### src/rtl/synth_pkg.sv
// Shared synth definitions: voice-scan FSM encoding and default table geometry
// (also used by the phase RAM instance).
package synth_pkg;

  typedef enum logic [1:0] {
    IDLE = 2'd0,
    RD   = 2'd1,
    WR   = 2'd2
  } seq_state_t;

  localparam int VOICE_BITS_DEF  = 5;
  localparam int PHASE_WIDTH_DEF = 24;

endpackage

### src/rtl/voice_phase_sequencer_phase_adder.sv
// Phase update for one voice: zero-extended tuning-word add with gate masking,
// plus the registered output stage presented to the oscillator.
module phase_adder #(
  parameter int PHASE_WIDTH = 24,
  parameter int TW_WIDTH    = 24,
  parameter int VOICE_BITS  = 5
) (
  input  logic                   clk,
  input  logic                   rst_n,
  input  logic                   load,
  input  logic                   gate,
  input  logic                   last,
  input  logic [VOICE_BITS-1:0]  voice,
  input  logic [PHASE_WIDTH-1:0] phase_in,
  input  logic [TW_WIDTH-1:0]    tw_in,
  output logic [PHASE_WIDTH-1:0] sum,
  output logic                   phase_valid,
  output logic [VOICE_BITS-1:0]  phase_voice,
  output logic [PHASE_WIDTH-1:0] phase_out,
  output logic                   scan_done
);

  logic [PHASE_WIDTH-1:0] raw;

  // Carry out of the top bit is dropped, so the phase wraps naturally.
  always_comb begin
    raw = phase_in + PHASE_WIDTH'(tw_in);
    sum = '0;
    if (load && gate) sum = raw;
  end

  always_ff @(posedge clk or negedge rst_n) begin
    if (!rst_n) begin
      phase_valid <= 1'b0;
      phase_voice <= '0;
      phase_out   <= '0;
      scan_done   <= 1'b0;
    end else begin
      phase_valid <= load;
      scan_done   <= load && last;
      if (load) begin
        phase_voice <= voice;
        phase_out   <= sum;
      end
    end
  end

endmodule

### src/rtl/voice_phase_sequencer.sv
// Per-sample voice scan: read-modify-write of every voice phase in the phase RAM.
// Optional per-voice gating with gate_mask is enabled by defining VOICE_GATE_EN.
module voice_phase_sequencer
  import synth_pkg::*;
#(
  parameter int VOICE_BITS  = VOICE_BITS_DEF,
  parameter int PHASE_WIDTH = PHASE_WIDTH_DEF,
  parameter int TW_WIDTH    = 24
) (
  input  logic                    clk,
  input  logic                    rst_n,
  input  logic                    sample_tick,
  output logic [VOICE_BITS-1:0]   ram_addr,
  output logic                    ram_we,
  output logic [PHASE_WIDTH-1:0]  ram_din,
  input  logic [PHASE_WIDTH-1:0]  ram_dout,
  output logic [VOICE_BITS-1:0]   tw_addr,
  input  logic [TW_WIDTH-1:0]     tw_data,
`ifdef VOICE_GATE_EN
  input  logic [2**VOICE_BITS-1:0] gate_mask,
`endif
  output logic                    phase_valid,
  output logic [VOICE_BITS-1:0]   phase_voice,
  output logic [PHASE_WIDTH-1:0]  phase_out,
  output logic                    busy,
  output logic                    scan_done,
  output logic                    overrun
);

  localparam int NUM_VOICES = 2**VOICE_BITS;
  localparam logic [VOICE_BITS-1:0] LAST_VOICE = VOICE_BITS'(NUM_VOICES - 1);

  seq_state_t            state;
  logic [VOICE_BITS-1:0] v;
  logic                  gate;
  logic                  in_wr;
  logic                  last;

  always_ff @(posedge clk or negedge rst_n) begin
    if (!rst_n) begin
      state   <= IDLE;
      v       <= '0;
      overrun <= 1'b0;
    end else begin
      overrun <= sample_tick && (state != IDLE);
      case (state)
        IDLE: begin
          if (sample_tick) begin
            state <= RD;
            v     <= '0;
          end
        end
        RD: state <= WR;
        WR: begin
          if (v == LAST_VOICE) begin
            state <= IDLE;
          end else begin
            v     <= v + 1'b1;
            state <= RD;
          end
        end
        default: state <= IDLE;
      endcase
    end
  end

  assign busy     = (state != IDLE);
  assign in_wr    = (state == WR);
  assign last     = (v == LAST_VOICE);
  assign ram_we   = in_wr;
  assign ram_addr = busy ? v : '0;
  assign tw_addr  = busy ? v : '0;

`ifdef VOICE_GATE_EN
  assign gate = gate_mask[v];
`else
  assign gate = 1'b1;
`endif

  phase_adder #(
    .PHASE_WIDTH (PHASE_WIDTH),
    .TW_WIDTH    (TW_WIDTH),
    .VOICE_BITS  (VOICE_BITS)
  ) u_adder (
    .clk         (clk),
    .rst_n       (rst_n),
    .load        (in_wr),
    .gate        (gate),
    .last        (last),
    .voice       (v),
    .phase_in    (ram_dout),
    .tw_in       (tw_data),
    .sum         (ram_din),
    .phase_valid (phase_valid),
    .phase_voice (phase_voice),
    .phase_out   (phase_out),
    .scan_done   (scan_done)
  );

endmodule

### config.mk
export PLATFORM = sky130hd
export DESIGN_NAME = voice_phase_sequencer
export DESIGN_NICKNAME = d
export VERILOG_FILES = /design/src/rtl/synth_pkg.sv /design/src/rtl/voice_phase_sequencer_phase_adder.sv /design/src/rtl/voice_phase_sequencer.sv
export SDC_FILE = /design/constraint.sdc
export NUM_CORES = 1
export LEC_CHECK = 0
export CAP_MARGIN = 20
export CORE_AREA = 4 4 85 87
export CTS_CLUSTER_DIAMETER = 80
export CTS_CLUSTER_SIZE = 24
export DETAILED_ROUTE_END_ITERATION = 10
export DIE_AREA = 0 0 89 91
export PLACE_DENSITY_LB_ADDON = 0.2
export SETUP_SLACK_MARGIN = 0.2
export SLEW_MARGIN = 20
export SYNTH_ARGS = -nofsm -noshare
export SYNTH_HDL_FRONTEND = slang
export SYNTH_HIERARCHICAL = 1
export SYNTH_SLANG_ARGS = --single-unit
### constraint.sdc
create_clock -name clk -period 4.55 [get_ports clk]
set_clock_uncertainty 0.2 [all_clocks]
set_input_delay 0.455 -clock clk [delete_from_list [all_inputs] [get_ports clk]]
set_output_delay 0.455 -clock clk [all_outputs]
set_load 0.01 [all_outputs]
==> results by group <==
Run status
  • Status: finished clean

CTS
  • Longest Clk Path Bufs: 2
  • Clock sink total: 39
  • Clock slew at reported path FFs: roughly 0.08 ns
  • CTS resizes: 0
  • H-tree depth: 2
  • Post-CTS Setup Repair Bufs: 0
  • Clk Latency, worst-skew pair: 0.29 ns
  • CTS buffer count: 5
  • CTS Hold Buffers Added: 0
  • Clk root buf: clkbuf_8
  • CTS tree: yes

Logic synthesis
  • Syn Inst Count: roughly 320
  • Seq/Total Area, Yosys: ~33%
  • Number of flops mapped to enable cells by yosys: 0
  • Yosys top cell area share: between 30% and 40%
  • Syn avg cell area: between 9 and 10 um^2
  • Number of distinct library cells after synthesis: 60
  • Synth area leader: dfrtp_1
  • Cell Area, Synth: 2950 um^2
  • Post-synthesis register bit count: 39
  • Ranking of synthesized cells by area: dfrtp_1, ha_1, nand2_1
  • Yosys warning total: 6
  • Ys flop type: dfrtp_1
  • Ys async rst share: 100%

Floorplanning
  • Die W: approximately 90 um
  • Initial Utilization: between 40% and 50%
  • FP Rows: 29
  • DIE HEIGHT: roughly 91 um
  • Full die area: about 8100 um^2
  • CORE AREA: 6350 um^2
  • I/O pins: 119

Pwr
  • Sw Share: a little under a third
  • P_leak: about 0.0019 uW
  • Net Switching: roughly 320 uW
  • Internal cell power: between 700 and 800 uW
  • Peak VDD IR: approximately 0.00016 V
  • Comb pwr share: between 30% and 40%
  • Clk pwr share: 28.6%
  • Cell area power density: ~250 nW/um^2
  • Sequential Power Share: a little under two fifths

Worst setup path
  • R2R Setup Slk: approximately 2.3 ns
  • Critical path origin: ram_dout[0]
  • CP startpoint kind: input pin
  • Reg2Reg Depth: 7
  • R2r startpoint: state[0]
  • Critical setup path kind: input pin to primary output
  • Worst Path Required: between 3 and 4 ns
  • Last element of the critical path: ram_din[20]
  • Setup crit end kind: primary output
  • CP arrival: approximately 3.4 ns
  • RR Endpoint: u_adder/phase_out[23]
  • Critical-path maximum fanout: 4

Placed design
  • DPL Wire Length: around 6700 um
  • Port Buffer Count: about 120
  • Dpl cells: just over 500
  • Placement Setup Slack: around 0.5 ns
  • Routability cong.: ~0.85

Global route
  • First-pass GRT wire length: around 13000 um
  • Gr usage total: slightly above 20%
  • Grt total ovfl: 0
  • Largest net degree at the start of global routing: 40
  • Initial antenna violation count: 0
  • Vias in the first global route: between 2000 and 3000

Detailed routing
  • Pre-antenna DRT Iters: 4
  • Vias per inst: approximately 5.6
  • Vias: a little under 3000
  • Routed Antenna Nets: 0
  • Initial DRC Count: approximately 150
  • DRC viols: 0
  • Routed len/inst: around 16 um
  • Drt total wl: between 8000 and 9000 um

Final layout
  • Final net count: between 500 and 600
  • FILL cells: 522
  • Layout cell share with drive strength beyond 1: approximately 7.5%
  • Register area: just under 1000 um^2
  • Area of the multi-input gates: approximately 1800 um^2
  • Fin cells: a little over 500
  • Antenna diodes: 0
  • Area growth syn-to-layout: 45.2%

STA
  • F_max: between 0.2 and 0.25 GHz
  • Slack of the critical path: about 0.48 ns
  • Tcrit/Tclk final: between 80% and 90%
  • Tmin final: between 4 and 5 ns
  • Max-slew violations: 0
  • Hold Vio Cnt, Final: 0
  • Least-Margin Pin Slew: slightly below 0.9 ns
  • Unrepaired setup endpoints after global routing: false
  • Final TNS setup: 0 ns
  • # setup viols final: 0
  • Relative slew slack: between 40% and 50%

Flow run
  • Maxcap violations: 0

Min path
  • Worst hold path class: input pin to async pin
[sequential cells by signal, summed over array words and instances (netlist names)]
name / count
state: 2
u_adder/phase_voice: 5
u_adder/scan_done: 1
overrun: 1
u_adder/phase_valid: 1
v: 5
u_adder/phase_out: 24
[per-layer routing]
metal / global-route usage (%) / share of wire [%] / vias up
met5: 0 / 0 / -
met4: 6.20 / 2.2 / 0
met3: 2.62 / 6.5 / 13
met2: 36.1 / 50 / 124
met1: 25.0 / 41 / 1390
li1: - / - / 1402
[worst max-delay path: stages]
cell             delay [ns]
clkdlybuf4s50_1        0.41
ha_1                   0.25
fa_1                   0.45
a21oi_2                0.20
o211a_1                0.21
o311a_4                0.27
nor4_4                 0.06
or3_2                  0.50
nand2_1                0.08
clkdlybuf4s50_1        0.53
[how the worst min path moves through the flow]
stage                          from               endpoint  depth (start not counted)
2_1_floorplan                 rst_n                overrun                          0
3_3_place_gp   u_adder/phase_out[8]   u_adder/phase_out[8]                          1
3_5_place_dp   u_adder/phase_out[9]   u_adder/phase_out[9]                          1
4_1_cts                       rst_n   u_adder/phase_out[2]                          1
5_1_grt                       rst_n   u_adder/phase_out[2]                          1
6_report                      rst_n  u_adder/phase_out[10]                          1
[placed cells by master, fill, tap and decap left out, drive strengths merged, types with 4 or more instances in the layout]
cell type,Yosys,routed
clkdlybuf4s50,0,117
dfrtp,39,39
nand2,35,35
nor2,26,26
ha,25,25
a21oi,25,25
o21ai,16,16
a21o,15,15
inv,13,13
xnor2,11,11
nand3,9,9
nor2b,8,8
a22o,7,7
mux2,7,7
and2,7,7
and3,6,6
clkbuf,4,6
o21bai,5,5
o211ai,5,5
conb,1,4
o21a,4,4
a211oi,4,4
xor2,4,4
o2bb2ai,4,4
[power groups by stage]
stage / clock (uW) / combinational, uW / sequential, uW
6_report: 303 / 361 / 396
5_1_grt: 322 / 393 / 401
4_1_cts: 311 / 361 / 397
3_5_place_dp: 0 / 359 / 404
3_3_place_gp: 0 / 353 / 402
2_1_floorplan: 0 / 191 / 413
[stage by stage]
stage	cell area, um^2	power, uW	hold slack (ns)	util, %
floorplan	2960	605	-0.0406	-
global placement	4160	755	0.264	65.5
detailed placement	4160	763	0.271	65.5
CTS	4280	1070	0.114	67.4
global route	4280	1120	0.174	67.4
finish	4280	1060	0.0916	67.4
[final cells by class]
cell class	instances	area share, %
Clock buffer	6	1.93
Clock inverter	2	0.819
Inverter	13	1.14
Multi-Input combinational cell	262	43.2
Sequential cell	39	22.8
Tap cell	77	2.25
Timing Repair Buffer	120	27.8
[Yosys cell counts, drive strengths merged (8+ instances only)]
cell type and instances:
nor2b 8, a21o 15, a21oi 25, nor2 26, nand2 35, dfrtp 39
buf 8, xnor2 11, o21ai 16, nand3 9, inv 13, ha 25
[kinds of logic (layout without fill, tap and decap cells)]
logic type      after synthesis  after routing  synth area share [%]
xor+xnor                     15             15                  4.46
buf+inv                      26            141                  4.50
fa+ha+maj                    26             26                  11.3
flops                        39             39                  33.1
mux                           7              7                  2.80
simple gates                109            109                  18.3
other cells                   1              4                 0.127
compound gates              101            101                  25.4
Power figures use the tool's default switching activity.
==> patch (config.mk and constraints unchanged) <==
Build with the macro `VOICE_GATE_EN` defined.
--- a/src/rtl/voice_phase_sequencer.sv
+++ b/src/rtl/voice_phase_sequencer.sv
@@ -2,2 +2,4 @@
 // Optional per-voice gating with gate_mask is enabled by defining VOICE_GATE_EN.
+`define VOICE_GATE_EN
+
 module voice_phase_sequencer
Interface: changed (added gate_mask); port bits go from 119 to 151. The function was not compared with the original's and may differ.
==> patch against the original RTL <==
Total power rose by 9.3%; hold slack improved by 0.0026 ns; routed wire length rose by 12%; core utilization rose by 9.7 points; area after synthesis rose by 12%; setup slack improved by 0.047 ns; sequential cell count did not move; critical path type unchanged; die area did not move; final cell count rose by 11%; largest cell class unchanged; design area rose by 14%; register-to-register slack got worse by 0.52 ns; critical path depth did not move.
==> patch: results <==
{
  "dr_total_vias": 3257,
  "grt_pass1_wl_mm": 15.67,
  "drive_above_1_share_pct": 7.400,
  "seq_area_frac_synth_pct": 29.47,
  "grt_usage_pct": 23.77,
  "tightest_slew_ns": 0.9028,
  "placed_area_um2": 4772,
  "reg2reg_to": "u_adder/phase_out[7]",
  "nFillCells": 465,
  "gp_congestion": 0.9451,
  "wl_per_cell_um": 16.10,
  "synth.distinct_cells": 69,
  "drtIter0Drc": 155,
  "grt_pass1_vias": 3365,
  "reg2reg_depth": 8,
  "synth_area_leaders": "dfrtp_1 (29%), ha_1 (9.4%), nand2_1 (4.3%)",
  "hpwl_mm": 7.517,
  "p_leak_nw": 2.106,
  "vdd_ir_drop_max_uv": 195.8,
  "syn_avg_cell_area_um2": 9.251,
  "nets": 608,
  "numPortBuffers": 150,
  "dpl.cell_count": 569,
  "place_ws_ns": 0.5151,
  "multi_input_area_um2": 2136,
  "r2r_slack_ns": 1.73,
  "status": "finished, final reports clean",
  "p_sw_share_pct": 30.56,
  "instances_no_fill": 577
}
## patch: changes by cell type after synthesis, moves of 3 or more
cell	delta
mux2i_1	+6
mux4_1	+3
nand2_1	+3
nor2_1	+3
## patch: cells by family after synthesis
kind of cell	after synthesis	share of synthesized area [%]
AO/OA/AOI/OAI	107	23.99
XOR/XNOR	15	3.967
adder cells (fa/ha/maj)	26	10.05
buffers and inverters	32	6.044
flip-flops	39	29.47
multiplexers	19	8.387
AND/OR/NAND/NOR	120	18.10
## patch: layout make-up
class                   count  share of cell area [%]
clock buffers               6                   1.688
flip-flops and latches     39                   19.98
inverters                  14                   1.074
well taps                  77                   1.970
multi-input cells         287                   43.67
repair buffers            152                   30.90
clock inverters             2                  0.7163
## patch: power by group through the flow
stage / clock, mW / sequential, mW / combinational (mW)
floorplan: 0 / 0.409 / 0.218
finish: 0.304 / 0.389 / 0.466
detailed placement: 0 / 0.395 / 0.465
global placement: 0 / 0.395 / 0.456
CTS: 0.314 / 0.389 / 0.468
global route: 0.328 / 0.392 / 0.509
## patch: per-layer routing
layer  vias up  routed length, µm  GRT usage, %
met1      1526               3695         29.47
li1       1596                  -             -
met5         -                  0             0
met2       129               4736         41.52
met4         0                 51         4.218
met3         6                809         6.335
## patch: worst max path at each step
stage           startpoint           to  slack, ns
2_1_floorplan  ram_dout[0]  ram_din[20]       1.58
3_3_place_gp   ram_dout[0]  ram_din[20]       0.56
3_5_place_dp   ram_dout[0]  ram_din[20]       0.52
4_1_cts               v[0]  ram_din[23]       0.28
5_1_grt               v[1]  ram_din[23]       0.31
6_report       ram_dout[0]  ram_din[20]       0.52
## patch: what timing repair did
| item | 4_1_cts | 5_1_grt |
|---|---|---|
| hold endpoints to repair | 0 | 0 |
| setup endpoints to repair | 0 | 9 |
| resized for setup | 0 | 1 |
